## config.mk

```make
export PLATFORM = sky130hd
export DESIGN_NAME = ex_mem_reg
export DESIGN_NICKNAME = d
export VERILOG_FILES = /design/src/rtl/ex_mem_reg_pkg.sv /design/src/rtl/ex_mem_reg_sat_counter.sv /design/src/rtl/ex_mem_reg.sv
export SDC_FILE = /design/constraint.sdc
export NUM_CORES = 1
export LEC_CHECK = 0
export ABC_AREA = 0
export CELL_PAD_IN_SITES_DETAIL_PLACEMENT = 2
export CELL_PAD_IN_SITES_GLOBAL_PLACEMENT = 2
export CORE_ASPECT_RATIO = 0.9
export CORE_MARGIN = 2
export CORE_UTILIZATION = 27
export DETAILED_ROUTE_END_ITERATION = 7
export GPL_TIMING_DRIVEN = 0
export PLACE_DENSITY = 0.87
export SLEW_MARGIN = 20
export SYNTH_ARGS = -nofsm -noshare
export SYNTH_HDL_FRONTEND = slang
export SYNTH_SLANG_ARGS = --single-unit
```

## constraint.sdc

```tcl
create_clock -name clk_i -period 2.3 [get_ports clk_i]
set_input_delay 0.46 -clock clk_i [delete_from_list [all_inputs] [get_ports clk_i]]
set_output_delay 0.46 -clock clk_i [all_outputs]
set_load 0.02 [all_outputs]
```

## src/rtl/ex_mem_reg_pkg.sv

```systemverilog
// Shared CPU pipeline definitions: datapath widths and the control/stage bundles
// carried through the EX/MEM register.
package ex_mem_reg_pkg;

  localparam int DATA_W     = 32;
  localparam int REG_ADDR_W = 5;

  typedef struct packed {
    logic reg_write;
    logic mem_read;
    logic mem_write;
    logic mem_to_reg;
    logic branch;
    logic jump;
  } ctrl_t;

  localparam ctrl_t BUBBLE_CTRL = '0;

  typedef struct packed {
    logic                  valid;
    ctrl_t                 ctrl;
    logic [DATA_W-1:0]     alu_result;
    logic [DATA_W-1:0]     rt_data;
    logic [DATA_W-1:0]     branch_target;
    logic [REG_ADDR_W-1:0] write_reg;
  } stage_t;

  // A bubble clears the data fields as well as the control bundle.
  localparam stage_t BUBBLE = '0;

endpackage

```

## src/rtl/ex_mem_reg_sat_counter.sv

```systemverilog
// Saturating event counter: counts inc pulses and sticks at all-ones.
module sat_counter #(
  parameter int W = 16
) (
  input  logic         clk,
  input  logic         rst,
  input  logic         inc,
  output logic [W-1:0] count
);

  localparam logic [W-1:0] ONE = 1;

  always_ff @(posedge clk or negedge rst) begin
    if (!rst) begin
      count <= '0;
    end else if (inc && (count != '1)) begin
      count <= count + ONE;
    end
  end

endmodule

```

## src/rtl/ex_mem_reg.sv

```systemverilog
// EX/MEM pipeline register: captures ALU output and EX control, resolves
// conditional branches from the registered flag and squashes the wrong path.
module ex_mem_reg
  import ex_mem_reg_pkg::*;
#(
  parameter int CNT_W = 16
) (
  input  logic                  clk_i,
  input  logic                  rst_i,
  input  logic                  stall_i,
  input  logic                  flush_i,
  input  logic                  valid_i,
  input  logic [DATA_W-1:0]     alu_result_i,
  input  logic                  alu_jump_i,
  input  logic                  branch_i,
  input  logic [DATA_W-1:0]     branch_target_i,
  input  logic [DATA_W-1:0]     rt_data_i,
  input  logic [REG_ADDR_W-1:0] write_reg_i,
  input  logic                  reg_write_i,
  input  logic                  mem_read_i,
  input  logic                  mem_write_i,
  input  logic                  mem_to_reg_i,
  output logic                  valid_o,
  output logic [DATA_W-1:0]     alu_result_o,
  output logic [DATA_W-1:0]     rt_data_o,
  output logic [REG_ADDR_W-1:0] write_reg_o,
  output logic                  reg_write_o,
  output logic                  mem_read_o,
  output logic                  mem_write_o,
  output logic                  mem_to_reg_o,
  output logic [DATA_W-1:0]     branch_target_o,
  output logic                  pc_src_o,
  output logic                  flush_front_o,
  output logic [CNT_W-1:0]      retired_cnt_o,
  output logic [CNT_W-1:0]      squash_cnt_o
);

  stage_t q;
  stage_t in_stage;
  logic   taken_q;
  logic   retired_inc;
  logic   squash_inc;

  // An invalid EX slot is loaded as a full bubble so no stale field leaks downstream.
  always_comb begin
    in_stage = BUBBLE;
    if (valid_i) begin
      in_stage.valid           = 1'b1;
      in_stage.ctrl.reg_write  = reg_write_i;
      in_stage.ctrl.mem_read   = mem_read_i;
      in_stage.ctrl.mem_write  = mem_write_i;
      in_stage.ctrl.mem_to_reg = mem_to_reg_i;
      in_stage.ctrl.branch     = branch_i;
      in_stage.ctrl.jump       = alu_jump_i;
      in_stage.alu_result      = alu_result_i;
      in_stage.rt_data         = rt_data_i;
      in_stage.branch_target   = branch_target_i;
      in_stage.write_reg       = write_reg_i;
    end
  end

  assign taken_q = q.valid & q.ctrl.branch & q.ctrl.jump;

  // Load priority: flush, then stall (hold), then wrong-path squash, then capture.
  always_ff @(posedge clk_i or negedge rst_i) begin
    if (!rst_i) begin
      q <= BUBBLE;
    end else if (flush_i) begin
      q <= BUBBLE;
    end else if (stall_i) begin
      q <= q;
    end else if (taken_q) begin
      q <= BUBBLE;
    end else begin
      q <= in_stage;
    end
  end

  // Redirect is suppressed while stalled, so a held taken branch redirects once.
  assign pc_src_o      = taken_q & ~stall_i;
  assign flush_front_o = taken_q & ~stall_i;

  assign valid_o         = q.valid;
  assign alu_result_o    = q.alu_result;
  assign rt_data_o       = q.rt_data;
  assign write_reg_o     = q.write_reg;
  assign reg_write_o     = q.ctrl.reg_write;
  assign mem_read_o      = q.ctrl.mem_read;
  assign mem_write_o     = q.ctrl.mem_write;
  assign mem_to_reg_o    = q.ctrl.mem_to_reg;
  assign branch_target_o = q.branch_target;

  assign retired_inc = q.valid & ~stall_i & ~flush_i;
  assign squash_inc  = ~flush_i & ~stall_i & taken_q & valid_i;

  sat_counter #(.W(CNT_W)) u_retired_cnt (
    .clk   (clk_i),
    .rst   (rst_i),
    .inc   (retired_inc),
    .count (retired_cnt_o)
  );

  sat_counter #(.W(CNT_W)) u_squash_cnt (
    .clk   (clk_i),
    .rst   (rst_i),
    .inc   (squash_inc),
    .count (squash_cnt_o)
  );

endmodule

```

==> results of run 1 <==
-- how the worst min path moves through the flow --
stage / start / to / slack [ns] / cells past startpoint
after global placement: u_retired_cnt.count[11] / u_retired_cnt.count[11] / 0.48 / 1
after floorplan: rst_i / alu_result_o[0] / 0.16 / 0
after CTS: u_retired_cnt.count[11] / u_retired_cnt.count[11] / 0.51 / 1
final: branch_target_o[26] / branch_target_o[26] / 0.50 / 1
after detailed placement: rst_i / u_squash_cnt.count[8] / 0.45 / 1
after global routing: alu_result_o[7] / alu_result_o[7] / 0.52 / 1
-- metrics by stage --
| step | hold WS [ns] | setup slack [ns] | setup TNS [ns] | instance area, sq um |
|---|---|---|---|---|
| after CTS | 0.509 | 0.0272 | 0 | 9760 |
| final | 0.503 | 0.0660 | 0 | 9760 |
| after global placement | 0.484 | -5.25 | -799.90 | 9110 |
| after global routing | 0.521 | 0.00239 | 0 | 9760 |
| after floorplan | 0.164 | 0.409 | 0 | 6220 |
| after detailed placement | 0.453 | -0.857 | -75.17 | 9140 |
-- logic make-up after synthesis --
kind of cell	synth area share, %
DFF	56.3
xor gates and xnor gates	3.24
adders and majority gates	0.402
and+or+nand+nor	8.18
AOI/OAI and AO/OA	17.0
buffers and inverters	14.0
muxes	0.905
-- cells in the final DEF, fill, tap and decap left out, types with 3 or more instances in the layout --
cell	count
nand2_1	11
nor2_1	7
xnor2_1	4
nand4b_1	3
buf_4	105
nand3_1	14
clkbuf_16	17
nand4_1	5
a21oi_1	9
clkbuf_1	18
clkinv_4	4
nor3_1	5
clkinv_2	6
mux2_2	3
a22o_1	107
buf_2	4
dfrtp_1	140
nor3_2	4
nor4_2	3
clkdlybuf4s50_1	248
xor2_1	19
nor4_1	4
nor2b_1	3
-- worst reg2reg max path, delay by kind of cell (launching register included) --
family          cells  cell delay [ns]
flops               1             0.41
mux                 1             0.34
fa+ha+maj           1             0.30
compound gates      1             0.25
simple gates        2             0.66
-- power by group through the flow --
| stage | sequential (W) | clock, W | combinational, W |
|---|---|---|---|
| 2_1_floorplan | 0.00271 | 0 | 0.000345 |
| 3_3_place_gp | 0.00269 | 0 | 0.000876 |
| 3_5_place_dp | 0.00270 | 0 | 0.000909 |
| 4_1_cts | 0.00265 | 0.00277 | 0.000921 |
| 5_1_grt | 0.00267 | 0.00285 | 0.000970 |
| 6_report | 0.00265 | 0.00267 | 0.000901 |
-- registers in the layout, summed over array words and instances, names as in the netlist --
register,count
write_reg_o,5
reg_write_o,1
branch_target_o,32
alu_result_o,32
mem_read_o,1
valid_o,1
mem_write_o,1
q,2
u_retired_cnt.count,16
mem_to_reg_o,1
u_squash_cnt.count,16
rt_data_o,32
-- routing by layer --
layer	global-route usage, %	vias to the layer above
met4	6.14	0
met5	0	-
met2	29.9	166
met1	20.7	2498
li1	-	2263
met3	5.75	24
-- layout make-up --
cell class	instances	area, sq um	share of cell area (%)
buffer	126	863	8.84
clock buffer	19	433	4.43
clock inverter	12	125	1.28
inverter	2	7.51	0.0769
multi-input combinational	230	1860	19.1
sequential	140	3500	35.9
tap	297	372	3.81
timing repair buffer	257	2600	26.6
-- what timing repair did --
action | 4_1_cts | 5_1_grt
pin swaps | 0 | 0
endpoints found under the hold margin | 3 | 0
setup buffers | 4 | 0
setup endpoints to repair | 110 | 11
hold buffers | 1 | 0
resized for setup | 5 | 2
==> results.ini, run 1 <==
[outcome]
outcome=finished clean

[layout]
final_util_pct=43.2
area_delta_synth_final_pct=56.9
final_cells=1083
drive_gt1_share_pct=21.0
n_fill_cell=2255
nets=888
n_antenna_cell=0

[critical_path]
crit_arrival_ns=1.77
cp-end-kind=primary output
cp_num_buf_inv=4
path_cells=clkdlybuf4s50_1 -> nand4b_1 -> inv_2 -> buf_4 -> clkdlybuf4s15_1
critPathLaunch=stall_i
cp_max_fo=6
slowest_delay_ns=0.51
reg2reg_depth=5
path_class=input port to primary output
crit_end=pc_src_o
path_depth=5
rrSetupSlack_ns=0.22
crit_slowest_cell=clkdlybuf4s50_1
r2r_end=u_retired_cnt.count[1]
critical-path-top-delay-family=buffers and inverters
r2r_start=u_retired_cnt.count[0]
startpoint_type=input port
crit_required_ns=1.84

[floorplan]
core_sq_um=22600
initial_core_util_pct=27.6
die_w_um=164
die_y_um=148
ios=252
rows=52
dieArea_sq_um=24300

[yosys]
synth_nets=612
yosysSeqAreaShare_pct=56.3
synth_cell_type_count=44
yosysTopAreaCellShare_pct=56.3
yosys_register_bits=140
synth_flop_cell=dfrtp_1
synthTopCellsByCount=dfrtp_1 (140), a22o_1 (107), buf_4 (102), xor2_1 (19), clkbuf_1 (17)
avgSynthCellArea_sq_um=12.5
synthArstFlopShare_pct=100
synth_area_leaders=dfrtp_1 (56%), a22o_1 (15%), buf_4 (12%)
synth_edf_count=0
syn_area_sq_um=6220
syn_inst=498
yosys.area.top_type=dfrtp_1
yosys_warnings=0
synth_most_common_cell=dfrtp_1

[place]
io_buffers=251
gp_congestion=0.763
dp_cells=1047
post-dp-hpwl_um=15600

[timing]
setup_viol=0
maxSlewViolCount=0
relSlewSlack_pct=57.5
fmax_mhz=448
worst_pin_slew_ns=0.636
finalCritPeriodShare_pct=97.1
hold_violations=0
fin_skew_ns=0.0103
finalCriticalPeriod_ns=2.23
rsz0062_at_grt=false

[cts]
clock-sinks=140
h-tree-depth=4
cts_tree=done
root_buffer=clkbuf_16
insertion_delay_ns=0.42
cts_made_buffers=17
clk_pin_slew_ns=0.06
cts.path.max_buffers=2

[run]
maxCapViolations=0

[pwr]
ir_drop_mv=0.377
combPwrFrac_pct=14.5
total_power_w=0.00623
power_frac_seq_pct=42.6
internal_power_w=0.00465
leakage_nw=4.53
power.share.clock_pct=42.9
switchingPower_w=0.00158
p_sw_share_pct=25.3
powerDensity_nw_per_um2=638

[detailed_routing]
wl_um=20600
wl_met1_um=8300
route.detailed.drc=0
viasPerCell=4.57
antenna_left=0
vias=4951
post_drt_wl_per_cell_um=19.0
met2_length_um=10400
detail_route.first_pass.iterations=4
top_layer=met4
drtIter0Drc=155
wl_met3_um=1480

[global_routing]
grt_start_max_net_pins=76
grt.total_usage_pct=17.5
grt_pass1_vias=5678
antenna_found_initial=0
grt_pass1_wl_um=32600
overflow=0

[hold_path]
holdCritPathClass=flop to flop

Power figures use the tool's default switching activity.
==> inputs of run 2 (changes only) <==
Settings changed: CORE_MARGIN 2 to 5.
==> run 2 against run 1 <==
  * Core utilization is 0.26 points higher
  * Sequential power about the same
  * Via count grew 0.42%
  * Sequential share of layout area is 0.21 points lower
  * Hold slack is essentially flat
  * Clock-buffer cell count shrank 1
  * Final cell count unchanged
  * Global-route usage decreased by 1.0 points
  * Critical endpoint is now u_squash_cnt.count[11]
  * Largest power group unchanged
  * Largest cell class unchanged
  * Critical path depth up 1
==> results.ini, run 2 (same netlist as run 1, synthesis figures left out) <==
[outcome]
outcome=finished clean

[critical_path]
slowest_delay_ns=0.60
path_class=input port to flop
crit_slowest_cell=or4_4
cp_max_fo=5
crit_required_ns=2.59
cp-end-kind=flop
critPathLaunch=stall_i
path_cells=clkdlybuf4s50_1 -> nand4b_1 -> buf_4 -> or4_4 -> nor3_2 -> mux2_1
cp_num_buf_inv=2
critical-path-top-delay-family=simple AND/OR/NAND/NOR gates
startpoint_type=input port
crit_arrival_ns=2.51
r2r_start=u_retired_cnt.count[0]

[detailed_routing]
route.detailed.drc=0
top_layer=met4
drtIter0Drc=183
antenna_left=0
wl_um=21700
viasPerCell=4.59
post_drt_wl_per_cell_um=20.0
wl_met3_um=1560
wl_met1_um=8790
vias=4972
detail_route.first_pass.iterations=6
met2_length_um=11100

[global_routing]
grt_pass1_vias=5696
grt_pass1_wl_um=34000
antenna_found_initial=0
grt_start_max_net_pins=79
grt.total_usage_pct=16.5
overflow=0

[floorplan]
core_sq_um=22600
die_w_um=170
dieArea_sq_um=26200
die_y_um=154
rows=52
ios=252
initial_core_util_pct=27.6

[layout]
final_util_pct=43.5
nets=888
layout_commonest_cell=clkdlybuf4s50_1
area_delta_synth_final_pct=57.8
drive_gt1_share_pct=21.2
final_cell_mix=clkdlybuf4s50_1 (248), dfrtp_1 (140), a22o_1 (107)
n_antenna_cell=0
finish.instance_area_sq_um=9820

[timing]
fmax_mhz=450
setup_ws_ns=0.0789
fin_skew_ns=0.00930
relSlewSlack_pct=56.5
finalCritPeriodShare_pct=96.6
finalCriticalPeriod_ns=2.22
maxSlewViolCount=0
hold_violations=0
setup_viol=0
fin_setup_tns_ns=0
worst_pin_slew_ns=0.652
rsz0062_at_grt=false

[hold_path]
hp-start=rt_data_o[26]
holdCritPathClass=flop to flop

[place]
gp_congestion=0.772
io_buffers=251
pre_cts_ws_ns=-0.805
post-dp-hpwl_um=16400
post_dp_cell_area_sq_um=9140

[cts]
root_buffer=clkbuf_16
cts_tree=done
cts.path.max_buffers=2
h-tree-depth=4
clock-sinks=140
cts_made_buffers=17
clk_pin_slew_ns=0.06
insertion_delay_ns=0.41

[pwr]
ir_drop_mv=0.353
leakage_nw=4.55
powerDensity_nw_per_um2=662

[run]
maxCapViolations=0

==> run 2: cell count changes in the layout (fill, tap and decap cells not counted), sizes merged <==
cell and delta:
buf +1, bufinv +2, clkinv -5, clkbuf -1, inv +3, clkinvlp +1
clkdlybuf4s15 -1
==> run 2: area by class of cell <==
cell class / count / area [sq um]
Buffer: 126 / 863
Clock buffer: 18 / 429
Clock inverter: 13 / 190
Fill cell: 2338 / 12800
Inverter: 2 / 7.51
Multi-Input combinational cell: 230 / 1860
Sequential cell: 140 / 3500
Tap cell: 297 / 372
Timing Repair Buffer: 257 / 2590
==> run 2: routing by layer <==
layer	vias to the layer above	GRT usage [%]
met5	-	0
met4	0	3.84
met2	165	28.6
met1	2524	19.9
li1	2267	-
met3	16	5.65
==> run 2: what timing repair did <==
action | CTS | global route
pin swaps | 1 | 0
resized for setup | 6 | 1
endpoints found under the hold margin | 5 | 0
endpoints found under the setup margin | 110 | 9
buffers inserted | 4 | 0
hold buffers | 1 | 0
==> run 2: final timing paths <==
kind | end | slack, ns | cells after the start
max | u_squash_cnt.count[11] | 0.08 | 6
min | rt_data_o[26] | 0.50 | 1
max reg2reg | u_retired_cnt.count[1] | 0.23 | 5
min reg2reg | rt_data_o[26] | 0.50 | 1
max in group asynchronous | alu_result_o[21] | 0.94 | 3
min in group asynchronous | u_squash_cnt.count[10] | 0.58 | 2
==> run 2: power by group <==
part	total, W	switching [W]	internal (W)
sequential	0.00265	0.0000893	0.00256
combinational	0.000904	0.000400	0.000504
clock	0.00294	0.00112	0.00182
total	0.00650	0.00161	0.00489
==> run 2: per-stage QoR <==
step	total power [W]	instances	hold slack (ns)
floorplan	0.00305	498	0.164
global placement	0.00356	1046	0.480
detailed placement	0.00360	1047	0.446
CTS	0.00663	1083	0.510
global route	0.00680	1083	0.517
finish	0.00650	1083	0.504
